[config.mk]
export PLATFORM = sky130hd
export DESIGN_NAME = imem_instr_responder
export DESIGN_NICKNAME = d
export VERILOG_FILES = /design/src/rtl/imem_instr_responder.sv
export SDC_FILE = /design/constraint.sdc
export NUM_CORES = 1
export LEC_CHECK = 0
export BUFFER_PORTS_ARGS = -buffer_cell sky130_fd_sc_hd__buf_2
export CAP_MARGIN = 20
export CORE_MARGIN = 2
export CORE_UTILIZATION = 54
export CTS_BUF_LIST = sky130_fd_sc_hd__clkbuf_4 sky130_fd_sc_hd__clkbuf_8 sky130_fd_sc_hd__clkbuf_16
export CTS_CLUSTER_SIZE = 10
export DETAILED_ROUTE_END_ITERATION = 6
export PLACE_DENSITY = 0.82
export SLEW_MARGIN = 25
export SYNTH_ARGS = -nofsm -noshare
export SYNTH_HDL_FRONTEND = slang
export SYNTH_SLANG_ARGS = --single-unit
[constraint.sdc]
create_clock -name clk -period 3.32 [get_ports clk]
set_clock_uncertainty 0.15 [all_clocks]
set_input_delay 0.166 -clock clk [delete_from_list [all_inputs] [get_ports clk]]
set_output_delay 0.166 -clock clk [all_outputs]
set_load 0.01 [all_outputs]
[src/rtl/imem_instr_responder.sv]
// ============================================================================
// Module      : imem_instr_responder
// Description : Instruction-memory stand-in for a core's fetch port. Accepts
//               one fetch at a time, waits a configurable latency, then
//               returns a pseudo-random I-type ALU or byte-load instruction
//               drawn from a 32-bit LFSR. A number of leading responses after
//               reset are forced to NOP.
// Revision    : 1.0 - initial release
// ============================================================================
`default_nettype none

module imem_instr_responder #(
    parameter logic [31:0] SEED      = 32'h000117E4,
    parameter int          LATENCY   = 1,
    parameter int          NOP_COUNT = 2
) (
    input  logic        clk,
    input  logic        reset,
    input  logic        io_imem_req_valid,
    output logic        io_imem_req_ready,
    input  logic [31:0] io_imem_req_bits_addr,
    output logic        io_imem_resp_valid,
    input  logic        io_imem_resp_ready,
    output logic [31:0] io_imem_resp_bits_data,
    output logic [31:0] resp_addr,
    output logic [31:0] issued_count
);

    // A zero seed would lock the LFSR at zero forever.
    localparam logic [31:0] c_SEED     = (SEED == 32'h0) ? 32'h00000001 : SEED;
    // Latency is clamped into the counter's representable range.
    localparam int          c_LAT      = (LATENCY < 1) ? 1 : ((LATENCY > 15) ? 15 : LATENCY);
    localparam logic [3:0]  c_LAT_INIT = 4'(c_LAT - 1);
    localparam logic [32:0] c_NOP_CNT  = 33'(NOP_COUNT);
    localparam logic [31:0] c_NOP_WORD = 32'h00000013;

    typedef enum logic [1:0] {
        S_IDLE = 2'd0,
        S_WAIT = 2'd1,
        S_RESP = 2'd2
    } state_t;

    state_t      r_state;
    logic        r_req_ready;
    logic        r_resp_valid;
    logic [31:0] r_data;
    logic [31:0] r_addr;
    logic [31:0] r_count;
    logic [31:0] r_lfsr;
    logic [3:0]  r_lat;

    logic [31:0] w_lfsr_next;
    logic        w_choice;
    logic [2:0]  w_f3;
    logic [4:0]  w_rd;
    logic [4:0]  w_rs1;
    logic [11:0] w_imm;
    logic        w_nop;
    logic [31:0] w_word;

    // Next LFSR value and the instruction decoded from it.
    always_comb begin
        w_lfsr_next = {r_lfsr[30:0], r_lfsr[31] ^ r_lfsr[21] ^ r_lfsr[1] ^ r_lfsr[0]};
        w_choice    = w_lfsr_next[0];
        w_f3        = w_lfsr_next[3:1];
        w_rd        = w_lfsr_next[8:4];
        w_rs1       = w_lfsr_next[13:9];
        w_imm       = w_lfsr_next[25:14];
        // Shift immediates keep only legal shamt bits (plus the SRAI flag).
        if (w_f3 == 3'd5) begin
            w_imm = w_imm & 12'h41F;
        end else if (w_f3 == 3'd1) begin
            w_imm = w_imm & 12'h01F;
        end
        // count < NOP_COUNT written as count+1 <= NOP_COUNT so NOP_COUNT=0 is not a constant compare.
        w_nop = (({1'b0, r_count} + 33'd1) <= c_NOP_CNT);
        if (w_nop) begin
            w_word = c_NOP_WORD;
        end else if (w_choice) begin
            w_word = {w_imm, w_rs1, w_f3, w_rd, 7'b0010011};
        end else begin
            // Loads are restricted to LB/LBU.
            w_word = {w_imm, w_rs1, w_f3 & 3'b100, w_rd, 7'b0000011};
        end
    end

    // Fetch handshake FSM with registered ready/valid outputs.
    always_ff @(posedge clk or negedge reset) begin
        if (!reset) begin
            r_state      <= S_IDLE;
            r_req_ready  <= 1'b1;
            r_resp_valid <= 1'b0;
            r_data       <= c_NOP_WORD;
            r_addr       <= 32'h0;
            r_count      <= 32'h0;
            r_lfsr       <= c_SEED;
            r_lat        <= 4'h0;
        end else begin
            case (r_state)
                S_IDLE: begin
                    if (io_imem_req_valid && r_req_ready) begin
                        r_addr      <= io_imem_req_bits_addr;
                        r_lat       <= c_LAT_INIT;
                        r_req_ready <= 1'b0;
                        r_state     <= S_WAIT;
                    end
                end
                S_WAIT: begin
                    if (r_lat == 4'h0) begin
                        r_lfsr       <= w_lfsr_next;
                        r_data       <= w_word;
                        r_resp_valid <= 1'b1;
                        r_state      <= S_RESP;
                    end else begin
                        r_lat <= r_lat - 4'h1;
                    end
                end
                S_RESP: begin
                    if (io_imem_resp_ready) begin
                        r_resp_valid <= 1'b0;
                        r_req_ready  <= 1'b1;
                        r_count      <= r_count + 32'h1;
                        r_state      <= S_IDLE;
                    end
                end
                default: begin
                    r_state      <= S_IDLE;
                    r_req_ready  <= 1'b1;
                    r_resp_valid <= 1'b0;
                end
            endcase
        end
    end

    assign io_imem_req_ready      = r_req_ready;
    assign io_imem_resp_valid     = r_resp_valid;
    assign io_imem_resp_bits_data = r_data;
    assign resp_addr              = r_addr;
    assign issued_count           = r_count;

endmodule

`default_nettype wire
After elaboration in Yosys (flattened, before gate mapping) --
Index checks and enable logic that the tools add are counted. Widths: inputs -> output; s select.
Cells by class: equal/unequal tests 8, order comparisons 1, reduce and logical (&&, ||, !) cells 11, muxes and demuxes 17, add/sub/neg operators 3, bitwise gates (word level) 5
Operators by type and width (count):
- $add 32x1->33 const B | 1
- $le 33x2->1 const B | 1
- $add 32x1->32 const B | 1
- $mux 32 | 1
- $mux 12 | 2
- $mux 14 | 1
- $reduce_and 3->1 | 4
- $mux 4 | 2
- $ne 2x2->1 const B | 4
- $pmux 4 s2 | 1
- $mux 2 | 3
- $pmux 1 s3 | 2
- $pmux 2 s3 | 1
- $reduce_and 2->1 | 3
- $logic_not 4->1 | 1
- $mux 1 | 4
- $sub 4x1->4 const B | 1
- $eq 3x1->1 const B | 1
- $eq 3x3->1 const B | 1
- $xor 1x1->1 | 3
- $eq 2x1->1 const B | 1
- $eq 2x2->1 const B | 1
- $logic_not 2->1 | 1
- $not 1->1 | 2
- other kinds (2) | 2
Storage, ports and cells: word-level logic and storage cells 53, bits of input ports 36, bits in registers 136

Depth between registers and ports, before layout --
word-level depth 5, depth in mapped cells 10, gate-level depth less buffers 8

Worst setup path before layout --
No wires, ideal clock.
path type flip-flop to flip-flop, start point register r_count[0] (netlist: issued_count[0]), end point register r_data[4] (netlist: io_imem_resp_bits_data[4]), stages on the path, launching flop included 11, data required time 3088 ps, data arrival time 2484 ps, path slack 604 ps, cell sequence dfrtp_1 -> ha_1 -> nand2_1 -> or4_1 -> clkbuf_1 -> nor4_1 -> nor3_1 -> nand4_1 -> nor4_4 -> buf_4 -> a211o_1
Between the ends: word-level cells in the longest chain between the ends 3
RTL lines:
- from (decl) | line 48 | logic [31:0] r_count;
- from (signal assigned) | line 122 | r_count <= r_count + 32'h1;
- $add 32x1->33 | line 76 | w_nop = (({1'b0, r_count} + 33'd1) <= c_NOP_CNT);
- $le 33x2->1 | line 76
- $mux 32 | line 77 | if (w_nop) begin
- to (signal assigned) | line 93 | r_data <= c_NOP_WORD;
- to (signal assigned) | line 111 | r_data <= w_word;
- to (decl) | line 46 | logic [31:0] r_data;
No other way between the ends. A chain may end at the register's enable or synchronous reset.

Final worst setup path --
start point register r_count[0] (netlist: issued_count[0]), end point register r_data[10] (netlist: io_imem_resp_bits_data[10])
The elaborated chain is that of the path after synthesis.

==> run summary <==
• 0 — ant diodes
• 24.83% — gr usage total
• 0.54 ns — Worst-Skew Late Latency
• 3.59 ns — Worst EP required
• 3.811 nW — cell leakage power
• 4,896 — DR vias
• 55.15% — initial standard-cell utilization of the core
• 0 — Max Cap Viol
• 0.0004820 V — maximum VDD drop
• 29.92% — layout cells sized above 1
• 17 — clock buffers created by TritonCTS
• 0 — overflow left after global routing
• 2 — number of buffers on the longest clock path
• 0.09057 ns — worst hold margin
• 780 — Final nets
• 0.06 ns — clock transition time at the flip-flop clock pins of the worst setup and hold paths
• 0 — antenna violation net count after detailed routing
• in2async — classification of the worst-slack hold path
• 7 — detailed-routing iteration count for the pre-antenna-repair pass
• 143 x sky130_fd_sc_hd__nand2_1, 126 x sky130_fd_sc_hd__buf_2, 119 x sky130_fd_sc_hd__dfrtp_1 — commonest non-fill, non-tap cells in the layout
• 584 — gate count of the mapped netlist
• 0.9697 — routability cong.
• reg2reg — kind of critical path
• 0 — total count of max-transition violations in the final report
• 10.19 um^2 — syn_area_per_cell
• 109.0 um — die extent in y
• 13.81 mm — Routed Wire Length
• 38 — Row Count
• 7.352% — met3 Use GR
• 0 — number of warnings issued by yosys
• 70.66% — Core Util, Final
• 824 — post-placement cell count
• 127 — Port-buffer cells
• 0 — number of cells upsized or downsized after cts
• 4,681 — vias in the first global route
• met2 — grt peak-use layer
• sky130_fd_sc_hd__nand2_1 — most common library cell in the layout ignoring fill and taps
• 0 — DRC viols
• 324 — 1st-iter DRT viols
• 109.0 um — DIE WIDTH
• 48.22% — Max-Slew Margin vs Limit
• 72 — largest net degree at the start of global routing
• 5.489 — via density per instance
• 20 — maximum fanout count along the critical path
• 10,790 um^2 — Core Region
• 130 — clock sink total
• 130 — number of flip-flops and latches in the synthesized netlist
• finished, final reports clean — result of the run
• 0.7768 ns — worst slew pin tran
• 15.48 um — average wire length per cell after detail routing
• 630.5 nW/um^2 — P per Cell Area
• 3.119 ns — shortest period the worst path allows
• flop — kind of end point of the critical path
• 0 — hold violation total from the final report
• 134 — I/O pin cnt
• 22.79 mm — global-route wire length before repair
• 51 — Distinct cells, synth
• 0 — number of antenna violations at the first check in global routing
• 5952 um^2 — mapped cell area
• 93.95% — ratio of final minimum period to clock period
• 3.39 ns — endpoint arrival time on the critical path
• 0 ns — post-route setup TNS
• 11,880 um^2 — die area
• 0 — endpoints failing setup
• 31.67% — met1 layer usage reported by global route
• 28.13% — area growth from synthesis to final layout
• 892 — Finished Layout Cells
• flop — category of the worst setup path launch point
• 320.6 MHz — Max Fclk
• 8.855 mm — DPL Wire Length
• sky130_fd_sc_hd__clkbuf_8 — Clk Tree Root Cell
• no — RSZ-0062 raised after global routing
• 4 — CTS H-Tree Depth
• 54.89% — sequential element share of the synthesized area
• built — TritonCTS clock tree
• 40.02% — met2 track demand over resource
[Yosys cell counts, drive strengths merged]
cell	n	area, um^2
a31o	1	8.760
or4	4	30.03
xnor2	26	227.7
dfstp	11	289.0
a211o	5	43.79
conb	2	7.510
or2	1	6.260
and4	3	26.28
or3	6	37.54
inv	13	48.80
nand2b	3	18.77
o21ai	13	65.06
a311oi	2	17.52
nor4	13	123.9
mux2	34	382.9
nor3b	5	37.54
a211oi	1	7.510
o31ai	1	7.510
nor2b	2	12.51
nand2	144	543.0
and2	2	12.51
nor3	13	75.07
a21o	1	7.510
nand3b	1	7.510
o31a	2	17.52
nand4	16	106.4
o221ai	1	8.760
a32oi	1	8.760
nand3	15	87.59
and3b	1	8.760
o311ai	1	8.760
dfrtp	119	2978
clkbuf	26	100.1
buf	12	78.82
o2111ai	2	17.52
a31oi	2	12.51
and3	7	43.79
ha	5	62.56
xor2	14	122.6
o41a	2	22.52
nor2	26	97.59
a21oi	25	125.1
[worst paths after layout]
check	start	to	slack [ns]	cells after the start
min in group clk	io_imem_req_bits_addr[16]	resp_addr[16]	0.24	3
worst max register to register	issued_count[0]	io_imem_resp_bits_data[10]	0.20	9
worst max-delay path	issued_count[0]	io_imem_resp_bits_data[10]	0.20	9
worst min-delay path	reset	issued_count[15]	0.09	2
worst min register to register	r_lfsr[5]	r_lfsr[5]	0.31	2
max in group asynchronous	reset	r_lfsr[6]	2.07	3
[logic make-up after synthesis]
group                      after synthesis  synth area share [%]
adders and majority gates                5                 1.051
muxes                                   34                 6.433
and+or+nand+nor                        262                 21.42
DFF                                    130                 54.89
AOI/OAI and AO/OA                       60                 6.370
other                                    2                0.1262
xor gates and xnor gates                40                 5.886
buffers and inverters                   51                 3.826
[worst max-delay path, cell delays in order, from the launching register on]
cell                      delay (ns)
sky130_fd_sc_hd__dfrtp_1        0.51
sky130_fd_sc_hd__ha_1           0.26
sky130_fd_sc_hd__nand2_1        0.22
sky130_fd_sc_hd__or4_1          0.69
sky130_fd_sc_hd__nor3_2         0.25
sky130_fd_sc_hd__xnor2_1        0.15
sky130_fd_sc_hd__nand4_1        0.19
sky130_fd_sc_hd__nor4_4         0.18
sky130_fd_sc_hd__buf_4          0.29
sky130_fd_sc_hd__a21oi_1        0.09
[registers in the layout (all words and copies together), names as in the netlist]
register                count
r_state                     2
io_imem_req_ready           1
issued_count               32
resp_addr                  32
r_lat                       4
io_imem_resp_valid          1
r_lfsr                     32
io_imem_resp_bits_data     26
[final cells by class]
type / instances / area [um^2]
multi-input combinational: 407 / 2482
tap: 140 / 175.2
timing repair buffer: 170 / 1064
inverter: 13 / 48.80
clock buffer: 17 / 414.1
clock inverter: 15 / 175.2
sequential: 130 / 3267
fill: 750 / 3167
[repair_timing]
item	4_1_cts	5_1_grt
buffers inserted	0	0
endpoints found under the hold margin	97	0
hold buffers	36	0
[through the flow]
step           total power [mW]  setup slack (ns)  area [um^2]
6_report                  4.808            0.2008         7626
3_5_place_dp              2.938            0.2933         6676
5_1_grt                   5.020           0.09749         7626
3_3_place_gp              2.886            0.3725         6676
2_1_floorplan             2.553            0.6042         5967
4_1_cts                   4.830            0.2473         7626
[metal layers]
layer / routed length (um) / up-vias / share of wire (%)
met3: 1017 / 32 / 7.4
met4: 239 / 0 / 1.7
met2: 6742 / 231 / 49
li1: - / 2296 / -
met1: 5812 / 2337 / 42
met5: 0 / - / 0
[power breakdown]
part | switching, mW | internal [mW]
combinational | 0.505 | 0.464
clock | 0.755 | 1.09
sequential | 0.175 | 1.82
Power figures use the tool's default switching activity.
